===== src/rtl/alu_uart_interface.sv =====
// Sequencer between UART RX/TX and a combinational ALU: collects A, B, op bytes,
// launches one TX of the ALU result, then waits for TX completion.
module alu_uart_interface #(
  parameter int NB_DATA = 8,
  parameter int NB_OP   = 6
) (
  input  logic               i_clk,
  input  logic               i_reset,
  input  logic [NB_DATA-1:0] i_rx_data,
  input  logic               i_rx_done,
  input  logic               i_tx_done,
  input  logic [NB_DATA-1:0] i_alu_result,
  output logic [NB_DATA-1:0] o_data_a,
  output logic [NB_DATA-1:0] o_data_b,
  output logic [NB_OP-1:0]   o_operation,
  output logic [NB_DATA-1:0] o_tx_data,
  output logic               o_tx_start,
  output logic               o_busy
);

  typedef enum logic [2:0] {
    S_DATA_A  = 3'd0,
    S_DATA_B  = 3'd1,
    S_OP      = 3'd2,
    S_SEND    = 3'd3,
    S_WAIT_TX = 3'd4
  } state_t;

  state_t state;

  // o_busy is registered alongside the state so it always equals the
  // decode (state == S_SEND || state == S_WAIT_TX).
  always_ff @(posedge i_clk) begin
    if (i_reset) begin
      state       <= S_DATA_A;
      o_data_a    <= '0;
      o_data_b    <= '0;
      o_operation <= '0;
      o_tx_data   <= '0;
      o_tx_start  <= 1'b0;
      o_busy      <= 1'b0;
    end else begin
      o_tx_start <= 1'b0;
      case (state)
        S_DATA_A: if (i_rx_done) begin
          o_data_a <= i_rx_data;
          state    <= S_DATA_B;
        end
        S_DATA_B: if (i_rx_done) begin
          o_data_b <= i_rx_data;
          state    <= S_OP;
        end
        S_OP: if (i_rx_done) begin
          o_operation <= i_rx_data[NB_OP-1:0];
          o_busy      <= 1'b1;
          state       <= S_SEND;
        end
        S_SEND: begin
          o_tx_data  <= i_alu_result;
          o_tx_start <= 1'b1;
          state      <= S_WAIT_TX;
        end
        S_WAIT_TX: if (i_tx_done) begin
          // any coincident rx byte is dropped, not taken as operand A
          o_busy <= 1'b0;
          state  <= S_DATA_A;
        end
        default: begin
          o_busy <= 1'b0;
          state  <= S_DATA_A;
        end
      endcase
    end
  end

endmodule

===== config.mk =====
export PLATFORM = sky130hd
export DESIGN_NAME = alu_uart_interface
export DESIGN_NICKNAME = d
export VERILOG_FILES = /design/src/rtl/alu_uart_interface.sv
export SDC_FILE = /design/constraint.sdc
export NUM_CORES = 1
export LEC_CHECK = 0
export ABC_CLOCK_PERIOD_IN_PS = 2370
export CORE_ASPECT_RATIO = 0.8
export CORE_MARGIN = 4
export CORE_UTILIZATION = 40
export DETAILED_ROUTE_END_ITERATION = 12
export PLACE_DENSITY = 0.79
export SKIP_CTS_REPAIR_TIMING = 1
export SLEW_MARGIN = 15
export SYNTH_ARGS = -nofsm -noshare
export SYNTH_HDL_FRONTEND = slang
export SYNTH_SLANG_ARGS = --single-unit

===== constraint.sdc =====
create_clock -name i_clk -period 2.37 [get_ports i_clk]
set_input_delay 0.237 -clock i_clk [delete_from_list [all_inputs] [get_ports i_clk]]
set_output_delay 0.237 -clock i_clk [all_outputs]
set_load 0.02 [all_outputs]

==> key figures, run 1 <==
Setup path
  • End point of the critical path: o_operation[3]
  • R2R cell count: 3
  • CP max FO: 9
  • Worst Setup SP: state[1]
  • Crit. End Element: flip-flop
  • Worst endpoint data arrival time: 1.71 ns
  • Critical path's slowest cell: dfxtp_1
  • CP Data Required Time: 2.53 ns
  • Crit path cell chain: nand4bb_1 > mux2i_1 > nor2_1
  • Setup CP Type: flip-flop to flip-flop
  • R2R Path End: o_operation[3]
  • R2r startpoint: state[1]
  • CP max stage delay: 0.52 ns
  • CP Launch Type: flip-flop
  • Buf/Inv on CP: 0
  • Number of cells on the critical path: 3
  • Reg2reg setup slack: 0.82 ns
  • Family with the most delay on the worst path: simple AND/OR/NAND/NOR gates

Finish
  • Util after Layout: 60.59%
  • Antenna diodes: 0
  • Final net count: 201
  • Area Growth Syn to Fin: 44.24%
  • Final std cells w/o fill: 222
  • Fill cells: 251
  • Share of cells above drive strength 1: 6.044%

Clocking
  • Root buffer cell: clkbuf_8
  • Cts bufs inserted: 5
  • Clock-pin slew on the worst setup and hold paths: 0.07 ns
  • Clk sink count: 35
  • CTS tree: built
  • H-tree depth: 2
  • Longest Clk Path Bufs: 2
  • Clock Latency Late Sink: 0.28 ns

Synthesis
  • Ys async rst share: 0%
  • Warnings from Yosys: 0
  • Largest cells by area after synthesis: dfxtp_1, mux2i_1, nor2_1
  • Part of the Yosys area used for sequential elements: 53.28%
  • Most frequent cell after synthesis: dfxtp_1
  • Syn Nets: 153
  • Syn Area/Cell: 9.887 sq um
  • Yosys reg bits: 35
  • Synth area leader: dfxtp_1
  • Number of synthesized flops with an enable pin: 0
  • Syn Inst Count: 133
  • Share of the synthesized area in the top cell type: 53.28%
  • Synth cell count leaders: dfxtp_1, nor2_1, mux2i_1
  • Cell Area, Synth: 1315 sq um
  • Distinct cells, synth: 20
  • Leading register cell type out of synthesis: dfxtp_1

Timing
  • Final setup fails: 0
  • Period utilization: 65.23%
  • Pins over their slew limit: 0
  • Final Hold Vio Count: 0
  • RSZ-0062 raised after global routing: false
  • Max Fclk: 646.8 MHz
  • Max Clock Skew: 0.006333 ns
  • Fin worst setup slack: 0.8240 ns
  • Worst-Margin Slew: 0.5850 ns
  • Fin Hold WS: 0.4557 ns
  • Slew headroom: 60.88%
  • Setup TNS: 0 ns
  • Final Critical Period: 1.546 ns

Placement
  • DP Cell Count: 214
  • Port buffer count: 51
  • Worst slack, placed: 0.5321 ns
  • Final Wtd Congestion: 0.7389
  • HPWL after DPL: 2351 um

Floorplanning
  • Die outline width: 72.11 um
  • Die area: 4275 sq um
  • # rows: 18
  • Top Ports: 52
  • Core area: 3131 sq um
  • Die H: 59.29 um
  • Initial Util: 42.01%

Route
  • Final wirelength: 3193 um
  • Residual DRC: 0
  • 1st-iter DRT viols: 46
  • DR pass1 iterations: 4
  • Vias: 1093
  • Antenna violation net count after detailed routing: 0
  • Vias per cell: 4.923
  • Per-cell routed wire length: 14.38 um

Hold path
  • HP Start: o_data_a[0]
  • Min-delay worst type: flip-flop to flip-flop

Global route
  • Vias in the first global route: 1066
  • Overall routing resource usage: 15.85%
  • Antenna violations before repair: 0
  • GR Overflow Total: 0
  • First-pass GRT wire length: 5099 um
  • Largest net degree at the start of global routing: 36

Outcome
  • Status: completed

Run
  • Maxcap violations: 0

Power and ir drop
  • Worst VDD drop: 0.3502 mV
  • Leakage: 0.7844 nW
  • Power Dens Cells: 631.1 nW/um^2
-- where the power goes --
group / switching, mW / internal [mW]
Clock: 0.198 / 0.206
Sequential: 0.0165 / 0.610
Combinational: 0.0802 / 0.0872
Total: 0.294 / 0.903
-- flip-flops by register name, indices dropped and copies added (netlist names) --
signal	cells
o_busy	1
o_data_a	8
o_data_b	8
o_operation	6
o_tx_data	8
o_tx_start	1
state	3
-- placed cells by master (no fill, tap or decap) --
cell / n
nor4b_4: 1
clkinv_2: 1
or4b_4: 1
nor2_1: 23
nor3_1: 3
and4bb_2: 1
clkdlybuf4s50_1: 51
and3b_2: 1
clkbuf_1: 2
dfxtp_1: 35
mux2i_1: 22
nand4bb_1: 1
a21oi_1: 11
a31oi_1: 1
nand3b_1: 1
buf_4: 1
clkbuf_8: 5
nand2_1: 18
nand2b_1: 1
nor3b_1: 1
inv_1: 1
-- worst min-delay path, delay by kind of cell, from the launching register on --
family | cells | cell delay (ns)
AO/OA/AOI/OAI | 1 | 0.05
flip-flops | 1 | 0.31
AND/OR/NAND/NOR | 1 | 0.05
-- cell families after synthesis --
| kind of cell | after synthesis | share of synthesized area (%) |
|---|---|---|
| AO/OA/AOI/OAI | 12 | 4.662 |
| buffers and inverters | 12 | 5.422 |
| flip-flops | 35 | 53.28 |
| multiplexers | 22 | 16.75 |
| AND/OR/NAND/NOR | 52 | 19.89 |
-- worst min path at each step --
stage | end | depth (start not counted)
floorplan | o_data_a[0] | 2
global placement | o_data_a[6] | 2
detailed placement | o_data_a[3] | 2
CTS | o_data_a[0] | 2
global route | o_data_a[3] | 2
finish | o_data_a[0] | 2
-- stage by stage --
| step | power, mW | area, sq um |
|---|---|---|
| finish | 1.197 | 1897 |
| global route | 1.244 | 1897 |
| CTS | 1.210 | 1897 |
| detailed placement | 0.8069 | 1815 |
| global placement | 0.8017 | 1815 |
| floorplan | 0.7254 | 1315 |
-- metal layers --
layer / GRT usage (%) / vias to the layer above / share of wire (%)
met5: 0 / - / 0
met3: 6.780 / 4 / 6.6
li1: - / 534 / -
met2: 26.07 / 25 / 50
met4: 5.630 / 0 / 0.75
met1: 18.53 / 530 / 42
-- final cells by class --
cell class	instances	area, sq um	area share [%]
Sequential cell	35	700.7	36.94
Multi-Input combinational cell	86	543.0	28.63
Inverter	1	3.754	0.1979
Clock buffer	7	76.32	4.024
Tap cell	40	50.05	2.639
Timing Repair Buffer	52	518.0	27.31
Clock inverter	1	5.005	0.2639
(Power assumes the default switching activity.)
==> inputs of run 2 (changes only) <==
- ABC_CLOCK_PERIOD_IN_PS: 2370 -> 1320
- CORE_UTILIZATION: 40 -> 38
- PLACE_DENSITY: 0.79 -> 0.78
- clock period: 2.37 -> 1.32 ns (I/O delays scaled with it)
==> run 2 against run 1 <==
  * Cell area up 11%
  * Sequential power up 79%
  * Critical path type unchanged
  * Die area up 4.6%
==> key figures, run 2 (synthesized netlist as in run 1, its figures left out) <==
Setup path
  • R2r startpoint: state[2]
  • R2R Path End: o_data_b[1]
  • Critical path's slowest cell: dfxtp_1
  • Worst endpoint data arrival time: 1.45 ns
  • Crit. End Element: flip-flop
  • CP Launch Type: flip-flop
  • Crit path cell chain: and4bb_2 > buf_12 > mux2i_1 > nor2_1
  • Reg2reg setup slack: 0.06 ns
  • R2R cell count: 4
  • CP max FO: 8
  • CP max stage delay: 0.38 ns
  • CP Data Required Time: 1.50 ns
  • Setup CP Type: flip-flop to flip-flop

Global route
  • Met1 usage: 17.07%
  • Largest net degree at the start of global routing: 36
  • GR Overflow Total: 0
  • GR peak layer: met2
  • Overall routing resource usage: 16.17%
  • GR Util met2: 28.79%
  • First-pass GRT wire length: 5382 um
  • M3 GR Usage: 4.636%
  • Vias in the first global route: 1193
  • Antenna violations before repair: 0

Timing
  • RSZ-0062 raised after global routing: false
  • Max Clock Skew: 0.007554 ns
  • Worst-Margin Slew: 0.2611 ns
  • Final setup fails: 0
  • Final Hold Vio Count: 0
  • Period utilization: 95.55%
  • Final Critical Period: 1.261 ns
  • Fin worst setup slack: 0.05874 ns
  • Slew headroom: 82.57%
  • Setup TNS: 0 ns
  • Pins over their slew limit: 0
  • Max Fclk: 792.9 MHz

Clocking
  • Clock Latency Late Sink: 0.29 ns
  • Root buffer cell: clkbuf_8
  • Longest Clk Path Bufs: 2
  • CTS tree: built
  • Cts bufs inserted: 5
  • H-tree depth: 2
  • Clk sink count: 35
  • Clock-pin slew on the worst setup and hold paths: 0.08 ns

Placement
  • Worst slack, placed: -0.1494 ns
  • Port buffer count: 51
  • HPWL after DPL: 2488 um
  • DP Cell Count: 223
  • Final Wtd Congestion: 0.7786

Route
  • 1st-iter DRT viols: 38
  • Residual DRC: 0
  • Final wirelength: 3369 um
  • Vias per cell: 4.818
  • Vias: 1113
  • Per-cell routed wire length: 14.58 um
  • Antenna violation net count after detailed routing: 0
  • DR pass1 iterations: 3

Power and ir drop
  • Worst VDD drop: 0.8334 mV
  • Power Dens Cells: 1147 nW/um^2
  • Leakage: 1.422 nW

Finish
  • Antenna diodes: 0
  • Biggest regs: o_data_a x8, o_data_b x8, o_tx_data x8
  • Sequential Area: 700.7 sq um
  • Most frequent cells in the layout: dfxtp_1, dlymetal6s2s_1, nor2_1
  • Share of cells above drive strength 1: 11.52%
  • Fill cells: 248
  • Final std cells w/o fill: 231
  • Final net count: 210
  • Area Growth Syn to Fin: 59.75%
  • Commonest non-fill, non-tap cell in the layout: dfxtp_1
  • Multi-input logic area: 543.0 sq um

Floorplanning
  • Die area: 4472 sq um
  • Core area: 3198 sq um
  • Die outline width: 73.77 um
  • Top Ports: 52
  • Die H: 60.62 um
  • Initial Util: 41.12%
  • # rows: 18

Outcome
  • Status: completed

Hold path
  • HP Start: i_alu_result[7]
  • Number of cells on the worst hold path: 3
  • Min-delay worst type: primary input to flip-flop
  • Hold Path End: o_tx_data[7]

Run
  • Maxcap violations: 0
## run 2: worst max path at each step
stage,from,cells past startpoint,slack [ns],endpoint
finish,state[2],4,0.06,o_data_b[1]
global route,state[2],4,0.004,o_data_b[1]
CTS,o_tx_data[1],1,-0.09,o_tx_data[1]
detailed placement,i_rx_done,5,-0.15,o_data_b[1]
global placement,i_rx_done,4,-0.12,o_data_a[7]
floorplan,state[1],5,0.01,o_data_a[0]
## run 2: critical path, delay by kind of cell, from the launching register on
kind	cells	cell delay (ns)
and+or+nand+nor	2	0.42
DFF	1	0.38
muxes	1	0.21
buffers and inverters	1	0.14
## run 2: metal layers
layer,wire [um],vias to the layer above
li1,-,559
met5,0,-
met3,154,11
met1,1354,513
met4,104,0
met2,1755,30
## run 2: per-stage QoR
stage,util (%),instance area (sq um),hold slack (ns),total power [mW]
6_report,65.69,2101,0.4411,2.409
5_1_grt,65.69,2101,0.4579,2.493
4_1_cts,63.18,2021,0.4410,2.430
3_5_place_dp,59.66,1908,0.4504,1.476
3_3_place_gp,59.66,1908,0.4422,1.462
2_1_floorplan,-,1315,0.2680,1.303
## run 2: layout make-up
| type | instances | area share [%] |
|---|---|---|
| sequential | 35 | 33.35 |
| timing repair buffer | 61 | 32.88 |
| multi-input combinational | 86 | 25.85 |
| clock buffer | 5 | 3.276 |
| tap | 40 | 2.382 |
| clock inverter | 3 | 2.085 |
| inverter | 1 | 0.1787 |
## run 2: where the power goes
group / switching (mW) / internal (mW) / total, mW
Clock: 0.403 / 0.562 / 0.965
Combinational: 0.154 / 0.173 / 0.327
Sequential: 0.0229 / 1.09 / 1.12
==> inputs of run 3 (changes only) <==
- ABC_CLOCK_PERIOD_IN_PS: 1320 -> 1000
- clock period: 1.32 -> 1 ns (I/O delays scaled with it)
==> run 3 against run 2 <==
  * The run now ends with setup timing left
  * Largest power group unchanged
  * First-iteration DRC count is 11% lower
  * Register-to-register slack worse by 0.35 ns
  * Hold slack worse by 0.045 ns
  * Via count is 4.7% higher
  * Critical endpoint is now o_data_a[7]
  * Setup slack worse by 0.35 ns
  * Cell area is 3.6% higher
==> key figures, run 3 (synthesized netlist as in run 1, its figures left out) <==
Global route
  • Largest net degree at the start of global routing: 36
  • Antenna violations before repair: 0
  • Vias in the first global route: 1187
  • First-pass GRT wire length: 5561 um
  • GR Overflow Total: 0
  • Overall routing resource usage: 16.75%

Run
  • Maxcap violations: 0

Timing
  • Max Clock Skew: 0.006062 ns
  • Pins over their slew limit: 0
  • Max Fclk: 774.8 MHz
  • RSZ-0062 raised after global routing: true
  • Final Hold Vio Count: 0
  • Slew headroom: 82.64%
  • Fin worst setup slack: -0.2907 ns
  • Setup TNS: -6.316 ns
  • Period utilization: 129.1%
  • Worst-Margin Slew: 0.2599 ns
  • Final Critical Period: 1.291 ns
  • Final setup fails: 33

Setup path
  • CP Launch Type: flip-flop
  • Setup CP Type: flip-flop to flip-flop
  • CP max FO: 8
  • Crit. End Element: flip-flop
  • CP Data Required Time: 1.16 ns
  • Critical path's slowest cell: or4b_4
  • Worst endpoint data arrival time: 1.45 ns
  • Buf/Inv on CP: 0
  • CP max stage delay: 0.64 ns
  • Family with the most delay on the worst path: simple AND/OR/NAND/NOR gates
  • Crit path cell chain: or4b_4 > nand2_1 > a21oi_1

Floorplanning
  • # rows: 18
  • Die H: 60.62 um
  • Die outline width: 73.77 um
  • Die area: 4472 sq um
  • Top Ports: 52
  • Initial Util: 41.12%
  • Core area: 3198 sq um

Power and ir drop
  • Power Dens Cells: 1347 nW/um^2
  • Leakage: 1.344 nW
  • Worst VDD drop: 0.9511 mV

Route
  • Final wirelength: 3882 um
  • Antenna violation net count after detailed routing: 0
  • Per-cell routed wire length: 16.38 um
  • Residual DRC: 0
  • Vias: 1165
  • Vias per cell: 4.916
  • DR pass1 iterations: 4
  • 1st-iter DRT viols: 34

Clocking
  • Root buffer cell: clkbuf_8
  • Clock-pin slew on the worst setup and hold paths: 0.07 ns
  • Longest Clk Path Bufs: 2
  • Clock Latency Late Sink: 0.28 ns
  • CTS tree: built
  • Cts bufs inserted: 5
  • H-tree depth: 2
  • Clk sink count: 35

Placement
  • Worst slack, placed: -0.4392 ns
  • Final Wtd Congestion: 0.7072
  • HPWL after DPL: 2690 um
  • Port buffer count: 51

Finish
  • Commonest non-fill, non-tap cell in the layout: dfxtp_1
  • Area Growth Syn to Fin: 65.46%
  • Antenna diodes: 0
  • Most frequent cells in the layout: dfxtp_1, dlymetal6s2s_1, nor2_1
  • Biggest regs: o_data_a x8, o_data_b x8, o_tx_data x8
  • Final net count: 216
  • Share of cells above drive strength 1: 28.43%

Outcome
  • Status: complete, but fails checks
  • Failing checks: setup timing

Hold path
  • Min-delay worst type: primary input to flip-flop
[run 3: cell types whose count changed in the layout (fill, tap and decap cells not counted), moves of 3 or more]
cell and delta:
buf_6 +5, a21oi_1 -6, a21oi_2 +6, dlymetal6s2s_1 -7
dfxtp_1 -4, dfxtp_4 +3, nand2_2 +9, clkbuf_2 +8
nand2_1 -9
[run 3: metal layers]
metal / vias up / GRT usage, % / wire length (um)
met4: 0 / 6.202 / 56
met2: 31 / 29.42 / 2077
li1: 565 / - / -
met1: 563 / 19.67 / 1578
met3: 6 / 4.636 / 170
met5: - / 0 / 0
[run 3: area by class of cell]
cell class / instances / area [sq um]
Clock buffer: 7 / 76.32
Clock inverter: 1 / 5.005
Fill cell: 238 / 1022
Inverter: 1 / 3.754
Multi-Input combinational cell: 86 / 600.6
Sequential cell: 35 / 713.2
Tap cell: 40 / 50.05
Timing Repair Buffer: 67 / 726.9
[run 3: through the flow]
stage                     power (mW)  hold slack, ns  instance area, sq um  std cells  utilization, %
after floorplan                1.729          0.2405                  1341        133               -
after global routing           3.063          0.4164                  2176        237           68.04
final                          2.931          0.3966                  2176        237           68.04
after detailed placement       1.965          0.4587                  1943        226           60.76
after CTS                      2.923          0.4102                  2024        234           63.30
after global placement         1.947          0.4398                  1943        226           60.76
[run 3: final timing paths]
path / from / to / slack [ns] / cells past startpoint
max: state[0] / o_data_a[7] / -0.29 / 3
min: i_rx_done / state[0] / 0.40 / 4
max reg2reg: state[0] / o_data_a[7] / -0.29 / 3
min reg2reg: o_data_a[7] / o_data_a[7] / 0.47 / 2
[run 3: worst min-delay path: cells and delay by family]
family | cells | cell delay [ns]
buffers and inverters | 2 | 0.30
AND/OR/NAND/NOR | 1 | 0.14
AO/OA/AOI/OAI | 1 | 0.07
[run 3: where the power goes]
group	internal, mW	switching (mW)	leakage [nW]
Sequential	1.44	0.0388	0.287
Combinational	0.252	0.235	1.02
Clock	0.489	0.475	0.0422
